$ cat src/rtl/ble_pkt_pkg.sv
// ble_pkt_pkg: shared constants, FSM state type and whitening seed helper
// for the BLE PDU checker.
package ble_pkt_pkg;

    localparam logic [23:0] CRC_POLY     = 24'h00065B;
    localparam logic [23:0] CRC_INIT_ADV = 24'h555555;
    localparam int          AA_LEN       = 32;
    localparam int          HDR_LEN      = 16;
    localparam int          CRC_LEN      = 24;

    typedef enum logic [2:0] {
        IDLE,
        HDR,
        PAYLOAD,
        CRC,
        DONE
    } pdu_state_t;

    // Channel index bit-reversed into w[6:1]; w[0] is always 1.
    function automatic logic [6:0] whiten_seed(input logic [5:0] ch);
        return {ch[0], ch[1], ch[2], ch[3], ch[4], ch[5], 1'b1};
    endfunction

endpackage

$ cat src/rtl/ble_dewhiten_crc.sv
// ble_dewhiten_crc: bit engine. Holds the whitening LFSR w and the CRC-24
// register c. One received bit is dewhitened per step; the CRC absorbs the
// dewhitened bit.
//   load    - seed w from channel, preset c from crc_init
//   step    - advance w and c by one bit
//   stall   - suppresses step while the byte output is blocked
//   bit_in  - raw on-air bit
//   d       - dewhitened bit (combinational)
//   c       - current CRC register
module ble_dewhiten_crc
    import ble_pkt_pkg::*;
(
    input  logic        clk,
    input  logic        resetn,
    input  logic        load,
    input  logic        step,
    input  logic        stall,
    input  logic        bit_in,
    input  logic [5:0]  channel,
    input  logic [23:0] crc_init,
    output logic        d,
    output logic [23:0] c
);

    logic [6:0] w;
    logic       fb;

    assign d  = bit_in ^ w[6];
    assign fb = c[23] ^ d;

    always_ff @(posedge clk or negedge resetn) begin
        if (!resetn) begin
            w <= '0;
            c <= '0;
        end else if (load) begin
            w <= whiten_seed(channel);
            c <= crc_init;
        end else if (step && !stall) begin
            w <= {w[5], w[4], w[3] ^ w[6], w[2], w[1], w[0], w[6]};
            c <= {c[22:0], 1'b0} ^ (fb ? CRC_POLY : 24'h000000);
        end
    end

endmodule

$ cat config.mk
export PLATFORM = sky130hd
export DESIGN_NAME = ble_dewhiten_crc
export DESIGN_NICKNAME = d
export VERILOG_FILES = /design/src/rtl/ble_pkt_pkg.sv /design/src/rtl/ble_dewhiten_crc.sv
export SDC_FILE = /design/constraint.sdc
export NUM_CORES = 1
export LEC_CHECK = 0
export CORE_MARGIN = 2
export CORE_UTILIZATION = 47
export CTS_BUF_LIST = sky130_fd_sc_hd__clkbuf_8 sky130_fd_sc_hd__clkbuf_16
export DETAILED_ROUTE_END_ITERATION = 6
export GPL_TIMING_DRIVEN = 0
export PLACE_DENSITY = 0.95
export SLEW_MARGIN = 0
export SYNTH_ARGS = -nofsm -noshare
export SYNTH_HDL_FRONTEND = slang
export SYNTH_SLANG_ARGS = --single-unit
$ cat constraint.sdc
create_clock -name clk -period 3.5 [get_ports clk]
set_input_delay 0.525 -clock clk [delete_from_list [all_inputs] [get_ports clk]]
set_output_delay 0.525 -clock clk [all_outputs]
set_load 0.005 [all_outputs]
### After elaboration in Yosys (flattened, before gate mapping)

Index checks and enable logic that the tools add are counted.

| storage, ports and cells | value |
|---|---|
| logic and storage cells | 14 |
| output and inout port bits | 25 |
| bits in registers | 31 |

| operators by class | value |
|---|---|
| reduce and logical (&&, ||, !) cells | 3 |
| bitwise gates (word level) | 4 |
| mux-type cells | 5 |

Operator list:

| kind | count |
|---|---|
| $mux 24 | 2 |
| $xor 24x11->24 | 1 |
| $mux 7 | 2 |
| $mux 11 | 1 |
| $xor 1x1->1 | 3 |
| $reduce_bool 2->1 | 1 |
| $logic_and 1x1->1 | 1 |
| $logic_not 1->1 | 1 |

### Depth between registers and ports, before layout

| depth | value |
|---|---|
| word-level depth | 6 |
| mapped depth | 6 |
| depth with buffers taken out | 3 |

### Worst setup path before layout

OpenSTA, ideal clock, no wires.

| timing path | value |
|---|---|
| kind | input-to-reg |
| start | input bit_in |
| end | register c[3] |
| stages on the path | 4 |
| arrival time | 1.547 ns |
| buffers on the path | 1 |
| path slack | 1.822 ns |
| cell sequence | xor3_2 buf_6 nor4b_1 or3_1 |

| between the ends | value |
|---|---|
| longest elaborated chain between the ends | 6 |

Ends and longest elaborated chain:

| item | RTL line | RTL |
|---|---|---|
| start, declared | ble_dewhiten_crc.sv:18 | `input logic bit_in,` |
| $xor 1x1->1 | ble_dewhiten_crc.sv:28 | `assign d = bit_in ^ w[6];` |
| $xor 1x1->1 | ble_dewhiten_crc.sv:29 | `assign fb = c[23] ^ d;` |
| $mux 11 | ble_dewhiten_crc.sv:40 | `c <= {c[22:0], 1'b0} ^ (fb ? CRC_POLY : 24'h000000);` |
| $xor 24x11->24 | ble_dewhiten_crc.sv:40 |  |
| $mux 24 | ble_dewhiten_crc.sv:38 | `end else if (step && !stall) begin` |
| $mux 24 | ble_dewhiten_crc.sv:35 | `end else if (load) begin` |
| end signal, assigned | ble_dewhiten_crc.sv:37 | `c <= crc_init;` |
| end signal, assigned | ble_dewhiten_crc.sv:40 |  |
| end, declared | ble_dewhiten_crc.sv:22 | `output logic [23:0] c` |

Every way passes these cells. The select of a mux whose other input is x is not followed.
A chain may end at the register's enable or synchronous reset.

### Final worst setup path

| timing path | value |
|---|---|
| start | input bit_in |
| end | output d |

| between the ends | value |
|---|---|
| longest elaborated chain between the ends | 1 |

Ends and longest elaborated chain:

| item | RTL line | RTL |
|---|---|---|
| $xor 1x1->1 | ble_dewhiten_crc.sv:28 |  |
| end, declared | ble_dewhiten_crc.sv:21 | `output logic d,` |

Every way passes these cells.

==> metrics <==
Fill cells approximately 270; met2 Use GR approximately a third; Total Wirelength 3.98 mm; diode count 0; synthesized flop and latch total 31; Worst setup SP type input port; setup slack at placement 1.21 ns; Post-CTS Repair Setup Buffers 0; total power 0.000923 W; CTS Buf Count 5; gpl congestion just over 0.8; fraction of layout cells with a size suffix above 1 under 10%; Tmin final roughly 2.2 ns; Syn Nets 199; WHS about 0.28 ns; CP Capture Type output port; Max-cap violations 0; Min-Delay Path Class input port to async pin; Worst Clk Skew around 0.0039 ns; RSZ-0062 raised after global routing no; count of hold-fix buffers inserted at cts 0; Die X about 63 um; Root Driver clkbuf_8; H-Tree Depth 2; PD cells approximately 400 nW/um2; post-cts sizing count 0; CTS Buffer Depth 2; total die area ~4000 um2; number of synthesized flops with an enable pin 0; FP Rows 21; most frequent CP cell clkdlybuf4s50_1; hpwl dp 2.80 mm; largest net degree at the start of global routing 32; Mapped Avg Cell Area 9.93 um2; core area approximately 3300 um2; setup ws final approximately 1.3 ns; Mapped Area between 1500 and 2000 um2; Worst EP arrival about 1.7 ns; grt met1 use a little over a quarter; critical path peak fanout 2; gr ovfl total 0; Data required, critical path 2.97 ns; Synth Warn # 0; r2r setup slk 1.82 ns; CP cell instances clkdlybuf4s50_1 -> xor2_1 -> clkdlybuf4s50_1; sequential-to-total area share from yosys stat a little under half; final period utilization 64.1%; global routing's busiest layer met2; Clock Pin Slew Worst Setup and Hold Paths around 0.060 ns; Hold Fails Final Rpt 0; max-slew violation count 0; first-pass GRT wire length approximately 6.7 mm; GR Util met3 between 7 and 8%; Leak roughly 1 nW; nets@finish between 200 and 300; status finished clean; Register Area between 700 and 800 um2; IO buf count 59; via count roughly 1.4k; via count of the first global-routing pass 1456; CP max stage delay 0.52 ns; fmax between 400 and 500 MHz; Num Clock Sinks 31; number of routed nets with antenna violations 0; Mapped Cells 163; Slowest cell on crit path clkdlybuf4s50_1; WL/cell ~15 um; chip height ~63 um; I/O pins just over 60; Slew headroom a little under three fifths; Skew-Pair Late Insertion Delay 0.28 ns; starting utilization of the core area about half; Vias/cell about 5.2; Area Overhead vs Synth 44.2%; area of the multi-input gates 747 um2; Netlist cell types 17; CTS tree yes; gr usage total between 20% and 30%; R2R cell count 5; TNS Setup 0 ns; DRC 0; initial antenna violation count 0; Iter 0 DRT Violations just under 80; FFs w/ async S/R, synth 100%; ys flop type dfrtp_1; worst vdd ir about 230 uV; DR pass1 iterations 4; Setup Viol. Count Final 0; slew of the pin with the lowest slew margin approximately 0.67 ns; critical path class input port to output port
report_power, final:
| part | switching, W | internal, W | leakage, nW |
|---|---|---|---|
| Sequential | 0.0000326 | 0.000398 | 0.374 |
| Combinational | 0.0000917 | 0.000150 | 0.572 |
| Clock | 0.000121 | 0.000129 | 0.0413 |
| Total | 0.000246 | 0.000677 | 0.987 |
per-layer routing:
layer	wire length, um	up-vias
li1	-	696
met2	1870	66
met3	342	5
met1	1710	661
met4	50	0
met5	0	-
cell families (layout without fill, tap and decap cells):
kind of cell | Yosys count | after routing | synth area share [%]
XOR/XNOR | 3 | 3 | 2.63
AND/OR/NAND/NOR | 60 | 60 | 19.7
multiplexers | 23 | 23 | 14.2
AO/OA/AOI/OAI | 31 | 31 | 9.59
flip-flops | 31 | 31 | 48.0
buffers and inverters | 15 | 80 | 5.88
registers in the layout (all words and copies together) (netlist names):
name,flops
w,7
c,24
metrics by stage:
stage               instances  instance area (um2)  utilization (%)
global placement          268                 2270             68.4
CTS                       274                 2340             70.6
finish                    274                 2330             70.5
detailed placement        268                 2270             68.4
floorplan                 163                 1620                -
global route              274                 2330             70.5
path summary, 6_finish.rpt:
path | start | to
max | bit_in | d
min reg2reg | w[0] | w[0]
max reg2reg | w[6] | c[6]
min in group clk | w[0] | w[0]
min | resetn | c[7]
max in group asynchronous | resetn | c[20]
final cells by class:
class	instances	area share [%]
plain buffers	15	4.08
clock buffers	5	2.95
clock inverters	1	0.161
multi-input cells	117	32.0
flip-flops and latches	31	33.2
well taps	46	2.47
repair buffers	59	25.1
cells in the final DEF, fill, tap and decap left out:
master,count
buf_2,5
clkbuf_8,5
or3_1,6
dfrtp_1,31
xor3_2,1
buf_6,4
buf_4,1
a21oi_1,2
nand2b_1,7
nand3b_1,1
clkdlybuf4s50_1,58
inv_1,1
nand2_1,32
nor2b_1,2
clkbuf_1,6
xor2_1,2
nor4b_1,10
o21ai_0,29
nor3_1,2
mux2i_1,23
critical path, delay by kind of cell:
family / cells / cell delay (ns)
XOR/XNOR: 1 / 0.17
buffers and inverters: 2 / 1.03
Yosys cell counts (2+ instances only):
master / count / area share [%]
a21oi_1: 2 / 0.62
buf_2: 4 / 1.2
buf_6: 4 / 2.8
clkbuf_1: 6 / 1.4
dfrtp_1: 31 / 48
mux2i_1: 23 / 14
nand2_1: 32 / 7.4
nand2b_1: 7 / 2.7
nor2b_1: 2 / 0.77
nor3_1: 2 / 0.62
nor4b_1: 10 / 5.4
o21ai_0: 29 / 9.0
or3_1: 6 / 2.3
xor2_1: 2 / 1.1
Power figures use the tool's default switching activity.
